--- src/rtl/brute_force_matcher_perf_pkg.sv ---
// Shared constants for the matcher performance collector slice.
package brute_force_matcher_perf_pkg;
  localparam int COUNT_W   = 32;
  localparam int DEPTH_DEF = 8;
  localparam int SUM_W_DEF = 48;
  localparam int IDX_W_DEF = 16;
  localparam logic [COUNT_W-1:0] MIN_RESET = 32'hFFFF_FFFF;
endpackage

--- src/rtl/brute_force_matcher_perf_fifo.sv ---
// Synchronous FIFO with a registered first-word-fall-through head.
// Level counts every held entry (storage plus head register); a push is
// accepted when not full or when the head is popped in the same cycle.
module brute_force_matcher_perf_fifo #(
  parameter int WIDTH = 48,
  parameter int DEPTH = 8,
  localparam int PTR_W = $clog2(DEPTH),
  localparam int LVL_W = PTR_W + 1
) (
  input  logic             clk,
  input  logic             rst,
  input  logic             push,
  input  logic [WIDTH-1:0] push_data,
  output logic             full,
  input  logic             pop,
  output logic             empty,
  output logic [WIDTH-1:0] head_data,
  output logic [LVL_W-1:0] level
);

  logic [WIDTH-1:0] mem_q [DEPTH];
  logic [PTR_W-1:0] wr_ptr_q, wr_ptr_d;
  logic [PTR_W-1:0] rd_ptr_q, rd_ptr_d;
  logic [LVL_W-1:0] mem_cnt_q, mem_cnt_d;
  logic [LVL_W-1:0] level_q, level_d;
  logic             out_vld_q, out_vld_d;
  logic [WIDTH-1:0] out_data_q, out_data_d;
  logic             pop_ok, push_ok, load;

  // Next-state: accept push/pop, refill the head register from storage.
  always_comb begin
    full       = (level_q == LVL_W'(DEPTH));
    pop_ok     = pop & out_vld_q;
    push_ok    = push & (~full | pop_ok);
    load       = (mem_cnt_q != '0) & (~out_vld_q | pop_ok);
    wr_ptr_d   = wr_ptr_q + PTR_W'(push_ok);
    rd_ptr_d   = rd_ptr_q + PTR_W'(load);
    mem_cnt_d  = mem_cnt_q + LVL_W'(push_ok) - LVL_W'(load);
    level_d    = level_q + LVL_W'(push_ok) - LVL_W'(pop_ok);
    out_vld_d  = out_vld_q;
    out_data_d = out_data_q;
    if (load) begin
      out_vld_d  = 1'b1;
      out_data_d = mem_q[rd_ptr_q];
    end else if (pop_ok) begin
      out_vld_d  = 1'b0;
    end
  end

  // Control and head registers.
  always_ff @(posedge clk or posedge rst) begin
    if (rst) begin
      wr_ptr_q   <= '0;
      rd_ptr_q   <= '0;
      mem_cnt_q  <= '0;
      level_q    <= '0;
      out_vld_q  <= 1'b0;
      out_data_q <= '0;
    end else begin
      wr_ptr_q   <= wr_ptr_d;
      rd_ptr_q   <= rd_ptr_d;
      mem_cnt_q  <= mem_cnt_d;
      level_q    <= level_d;
      out_vld_q  <= out_vld_d;
      out_data_q <= out_data_d;
    end
  end

  // Storage array write; contents need no reset.
  always_ff @(posedge clk) begin
    if (push_ok) mem_q[wr_ptr_q] <= push_data;
  end

  assign empty     = ~out_vld_q;
  assign head_data = out_data_q;
  assign level     = level_q;

endmodule

--- src/rtl/brute_force_matcher_perf_collector.sv ---
// Consumer of the matcher performance counter: mirrors its arm/stop
// protocol, samples the frozen count, queues {run_idx,count} and keeps
// min/max/sum/run statistics.
module brute_force_matcher_perf_collector
  import brute_force_matcher_perf_pkg::*;
#(
  parameter int DEPTH = DEPTH_DEF,
  parameter int SUM_W = SUM_W_DEF,
  parameter int IDX_W = IDX_W_DEF,
  localparam int LVL_W = $clog2(DEPTH) + 1,
  localparam int OUT_W = IDX_W + COUNT_W
) (
  input  logic               clk,
  input  logic               rst,
  input  logic               enable,
  input  logic               initialize,
  input  logic               stop_count,
  input  logic [COUNT_W-1:0] count,
  input  logic               clear_stats,
  output logic               m_valid,
  input  logic               m_ready,
  output logic [OUT_W-1:0]   m_data,
  output logic [LVL_W-1:0]   fifo_level,
  output logic               overflow,
  output logic [IDX_W-1:0]   runs,
  output logic [COUNT_W-1:0] min_count,
  output logic [COUNT_W-1:0] max_count,
  output logic [SUM_W-1:0]   sum_count
);

  function automatic logic [SUM_W-1:0] sat_add(input logic [SUM_W-1:0] a,
                                               input logic [COUNT_W-1:0] b);
    logic [SUM_W:0] s;
    s = {1'b0, a} + {{(SUM_W + 1 - COUNT_W){1'b0}}, b};
    return s[SUM_W] ? {SUM_W{1'b1}} : s[SUM_W-1:0];
  endfunction

  logic               armed_q, armed_d;
  logic               cap_pend_q, cap_pend_d;
  logic               smp_vld_q, smp_vld_d;
  logic [COUNT_W-1:0] smp_cnt_q, smp_cnt_d;
  logic [IDX_W-1:0]   run_idx_q, run_idx_d;
  logic [IDX_W-1:0]   runs_q, runs_d;
  logic [COUNT_W-1:0] min_q, min_d;
  logic [COUNT_W-1:0] max_q, max_d;
  logic [SUM_W-1:0]   sum_q, sum_d;
  logic               ovf_q, ovf_d;
  logic               fifo_full, fifo_empty, drop;

  // Arm mirror and two-stage capture: stop -> pending -> sample register.
  always_comb begin
    armed_d    = armed_q;
    cap_pend_d = 1'b0;
    smp_vld_d  = cap_pend_q;
    smp_cnt_d  = cap_pend_q ? count : smp_cnt_q;
    if (enable & initialize) begin
      armed_d = 1'b1;
    end else if (enable & armed_q & stop_count) begin
      armed_d    = 1'b0;
      cap_pend_d = 1'b1;
    end
  end

  // Statistics: clear applies first so a coincident sample survives it.
  always_comb begin
    drop      = smp_vld_q & fifo_full & ~(m_valid & m_ready);
    run_idx_d = run_idx_q;
    runs_d    = clear_stats ? '0 : runs_q;
    min_d     = clear_stats ? MIN_RESET : min_q;
    max_d     = clear_stats ? '0 : max_q;
    sum_d     = clear_stats ? '0 : sum_q;
    ovf_d     = clear_stats ? 1'b0 : ovf_q;
    if (smp_vld_q) begin
      run_idx_d = run_idx_q + 1'b1;
      runs_d    = runs_d + 1'b1;
      if (smp_cnt_q < min_d) min_d = smp_cnt_q;
      if (smp_cnt_q > max_d) max_d = smp_cnt_q;
      sum_d     = sat_add(sum_d, smp_cnt_q);
      if (drop) ovf_d = 1'b1;
    end
  end

  // Control and statistics registers.
  always_ff @(posedge clk or posedge rst) begin
    if (rst) begin
      armed_q    <= 1'b1;
      cap_pend_q <= 1'b0;
      smp_vld_q  <= 1'b0;
      run_idx_q  <= '0;
      runs_q     <= '0;
      min_q      <= MIN_RESET;
      max_q      <= '0;
      sum_q      <= '0;
      ovf_q      <= 1'b0;
    end else begin
      armed_q    <= armed_d;
      cap_pend_q <= cap_pend_d;
      smp_vld_q  <= smp_vld_d;
      run_idx_q  <= run_idx_d;
      runs_q     <= runs_d;
      min_q      <= min_d;
      max_q      <= max_d;
      sum_q      <= sum_d;
      ovf_q      <= ovf_d;
    end
  end

  // Sampled count value; qualified by smp_vld_q so it needs no reset.
  always_ff @(posedge clk) begin
    smp_cnt_q <= smp_cnt_d;
  end

  brute_force_matcher_perf_fifo #(
    .WIDTH (OUT_W),
    .DEPTH (DEPTH)
  ) u_fifo (
    .clk       (clk),
    .rst       (rst),
    .push      (smp_vld_q),
    .push_data ({run_idx_q, smp_cnt_q}),
    .full      (fifo_full),
    .pop       (m_ready),
    .empty     (fifo_empty),
    .head_data (m_data),
    .level     (fifo_level)
  );

  assign m_valid   = ~fifo_empty;
  assign overflow  = ovf_q;
  assign runs      = runs_q;
  assign min_count = min_q;
  assign max_count = max_q;
  assign sum_count = sum_q;

endmodule

--- config.mk ---
export PLATFORM = sky130hd
export DESIGN_NAME = brute_force_matcher_perf_collector
export DESIGN_NICKNAME = d
export VERILOG_FILES = /design/src/rtl/brute_force_matcher_perf_pkg.sv /design/src/rtl/brute_force_matcher_perf_fifo.sv /design/src/rtl/brute_force_matcher_perf_collector.sv
export SDC_FILE = /design/constraint.sdc
export NUM_CORES = 1
export LEC_CHECK = 0
export ABC_AREA = 1
export BUFFER_PORTS_ARGS = -buffer_cell sky130_fd_sc_hd__buf_2
export CAP_MARGIN = 15
export CORE_UTILIZATION = 45
export DETAILED_ROUTE_END_ITERATION = 12
export PLACE_DENSITY_LB_ADDON = 0.05
export RECOVER_POWER = 50
export SLEW_MARGIN = 15
export SYNTH_ARGS = -nofsm -noshare
export SYNTH_HDL_FRONTEND = slang
export SYNTH_HIERARCHICAL = 1
export SYNTH_SLANG_ARGS = --single-unit
--- constraint.sdc ---
create_clock -name clk -period 6.21 [get_ports clk]
set_input_delay 1.242 -clock clk [delete_from_list [all_inputs] [get_ports clk]]
set_output_delay 1.242 -clock clk [all_outputs]
set_load 0.03 [all_outputs]
==> impl_results.md <==
- H-tree Lvls: 3
- Placer congestion estimate: 0.900
- Top Ports: around 220
- TNS Setup: 0 ps
- Layout cells sized above 1: 12.4%
- Number of synthesized flops with an enable pin: 416
- Post-route clock skew: about 25 ps
- Worst EP arrival: around 5600 ps
- FF-to-FF Start: u_fifo/rd_ptr_q[0]
- Initial antenna violation count: 0
- Mapped Avg Cell Area: approximately 8.9 sq um
- WP data required: 6730 ps
- Tmin final: ~5100 ps
- Non-filler instance count after layout: about 4,700
- Reg2reg path depth: 6
- Most frequent cell after synthesis: nand2_1
- Cts bufs inserted: between 70 and 80
- Vias in the first global route: roughly 23,000
- Post-Synthesis Cells: around 3,500
- CTS root buf: clkbuf_16
- Cell mode on critical path: nand2_1
- Detailed-route wire length per cell: about 19 um
- P_int: 0.00825 W
- Hold buffers post-CTS: 0
- Violations in the final reports: capacitance limit, slew limit
- First-pass GRT wire length: approximately 130,000 um
- Gr usage total: 25.1%
- Crit. End Element: flip-flop
- Comb pwr share: between 20% and 30%
- Slew Limit Fails: about 340
- Pwr dens: approximately 360 nW/um^2
- Net count after synthesis: approximately 3,700
- CTS Buffer Depth: 3
- Synth warn: 6
- Drt drc: 0
- Sw power: ~0.0044 W
- IR drop worst, VDD: 186 uV
- DIE WIDTH: ~270 um
- Net Sw Frac: 34.9%
- Total number of vias: 23,300
- Final setup vio count: 0
- Min-delay worst type: reg -> reg
- Synthesized area: between 30,000 and 40,000 sq um
- Total design power: 0.0127 W
- Largest area contributor in the netlist: edfxtp_1
- Slew HR: -131%
- Starting density of the core: 45.6%
- Routed Antenna Nets: 0
- Post-CTS Setup Inserts: 0
- Hold Path Stages: 2
- Critical Path Fanout Max: roughly 50
- Commonest cells in the netlist: nand2_1, inv_1, nand3_1
- Crit-path slowest cell: inv_1
- Clk_lat worst skew: 600 ps
- Resized cells post-CTS: 0
- Achievable frequency: between 150 and 200 MHz
- Largest cells by area after synthesis: edfxtp_1, dfrtp_1, nand2_1, inv_1, nand3_1
- Crit path cell chain: buf_4 -> inv_1 -> nand2_1 -> ha_1 -> nand2_1 -> nor4_1 -> a31oi_2 -> buf_4 -> nand2_1 -> buf_4 -> nand2_1 -> nand2_1
- Dpl cells: ~4,600
- Core region area: between 60,000 and 70,000 sq um
- Die ar.: 70,500 sq um
- FFs w/ async S/R, synth: between 30% and 40%
- Leakage: around 17 nW
- Unrepaired setup endpoints after global routing: false
- Hold_sp: u_fifo/head_data[6]
- Post-synth cell types: 50
- Dpl ws: roughly 1100 ps
- Largest net degree at the start of global routing: 106
- Critical setup path kind: in -> reg
- Synth Register Bits: 627
- Hold Vio Cnt, Final: 0
- Critical Path Source: clear_stats
- Period utilisation layout: 81.8%
- Top-area cell type share of the netlist area: 40.0%
- First drt pass iteration count: 5
- Die Y: roughly 270 um
- Port bufs: 220
- Crit-path max cell delay: 1350 ps
- Worst reg-to-reg setup slack: 1390 ps
- Clock transition at path regs: 60 ps
- Row cnt: 96
- Worst Hold Path EP: u_fifo/head_data[6]
- Top_reg_cell synth: edfxtp_1
- CTS tree: done
- NumNets Final: 3,853
- Clk sink count: roughly 630
- Via/cell ratio: approximately 5.0
- HPWL after DPL: around 56,000 um
- WL final: between 80,000 and 90,000 um
- Register area share after synthesis: between 50% and 60%
- First DRT Iteration DRCs: approximately 1,500
- Outcome: finished with violations
- Total grt overflow: 0
- Setup slack after layout: between 1000 and 1500 ps
- Finished Core Util: approximately 52%
- FF-to-FF End: u_fifo/head_data[13]
- CP Launch Type: input pin
- Max Cap Viol: 7
- Area growth syn-to-layout: 13.6%
- Sequential share of power: between 40% and 50%
- Worst-Margin Slew: around 3400 ps
- Clock Power Share: between 30 and 40%
[power by group through the flow]
stage	clock [W]	sequential, W	combinational (W)
2_1_floorplan	0	0.00548	0.00209
3_3_place_gp	0	0.00519	0.00341
3_5_place_dp	0	0.00520	0.00346
4_1_cts	0.00422	0.00513	0.00347
5_1_grt	0.00438	0.00516	0.00383
6_report	0.00412	0.00512	0.00343
[cell usage in the layout (no fill, tap or decap), drive strengths merged, types with 2 or more instances in the layout]
| cell type | instances |
|---|---|
| a21oi | 81 |
| and2 | 2 |
| buf | 246 |
| bufinv | 4 |
| clkbuf | 116 |
| clkinv | 19 |
| clkinvlp | 6 |
| dfrtp | 178 |
| dfstp | 33 |
| edfxtp | 416 |
| fa | 3 |
| ha | 111 |
| inv | 603 |
| nand2 | 1142 |
| nand3 | 430 |
| nand3b | 3 |
| nand4 | 15 |
| nor2 | 232 |
| nor3 | 17 |
| nor3b | 3 |
| nor4 | 7 |
| o21a | 2 |
| o21ai | 18 |
| o21bai | 2 |
| or2 | 3 |
| xnor2 | 31 |
| xor2 | 27 |
[registers in the layout, summed over array words and instances (netlist names)]
signal and flops:
u_fifo/mem_q 384, sum_count 48, u_fifo/head_data 48, max_count 32, min_count 32, smp_cnt_q 32, run_idx_q 16, runs 16
u_fifo/level 4, u_fifo/mem_cnt_q 4, u_fifo/rd_ptr_q 3, u_fifo/wr_ptr_q 3, armed_q 1, cap_pend_q 1, overflow 1, smp_vld_q 1
u_fifo/out_vld_q 1
[worst max path at each step]
stage	end	slack, ps	cells past startpoint
5_1_grt	max_count[8]	820	12
3_5_place_dp	max_count[14]	1100	12
4_1_cts	max_count[14]	1740	12
2_1_floorplan	cap_pend_q	1040	1
3_3_place_gp	max_count[2]	1240	12
6_report	max_count[14]	1130	12
[critical path: cells and delay by family]
kind | cells | cell delay, ps
buffers and inverters | 4 | 2300
and+or+nand+nor | 6 | 1420
adders and majority gates | 1 | 400
AOI/OAI and AO/OA | 1 | 160
[area by class of cell]
class                   instances  area (sq um)
diodes                          1          2.50
well taps                     931          1160
inverters                     606          2280
clock inverters                26           256
clock buffers                 105          2030
flip-flops and latches        627         17800
multi-input cells            2137         10600
repair buffers                257          1390
fillers                      6386         33100
[cell families after synthesis]
kind of cell,after synthesis,share of synthesized area [%]
AOI/OAI and AO/OA,110,2.23
and+or+nand+nor,1855,25.1
xor gates and xnor gates,58,1.63
buffers and inverters,733,9.35
DFF,627,57.0
adders and majority gates,114,4.64
[routing by layer]
metal | track usage (%) | vias to the layer above | routed length [um]
li1 | - | 11500 | -
met1 | 31.7 | 11100 | 37000
met2 | 44.2 | 566 | 43500
met3 | 3.35 | 134 | 3950
met4 | 8.53 | 0 | 2480
met5 | 0 | - | 0
[per-stage QoR]
stage	hold slack [ps]	area (sq um)
4_1_cts	477	35600
5_1_grt	487	35500
3_3_place_gp	460	33300
3_5_place_dp	461	33300
2_1_floorplan	473	31200
6_report	471	35500
Power figures use the tool's default switching activity.
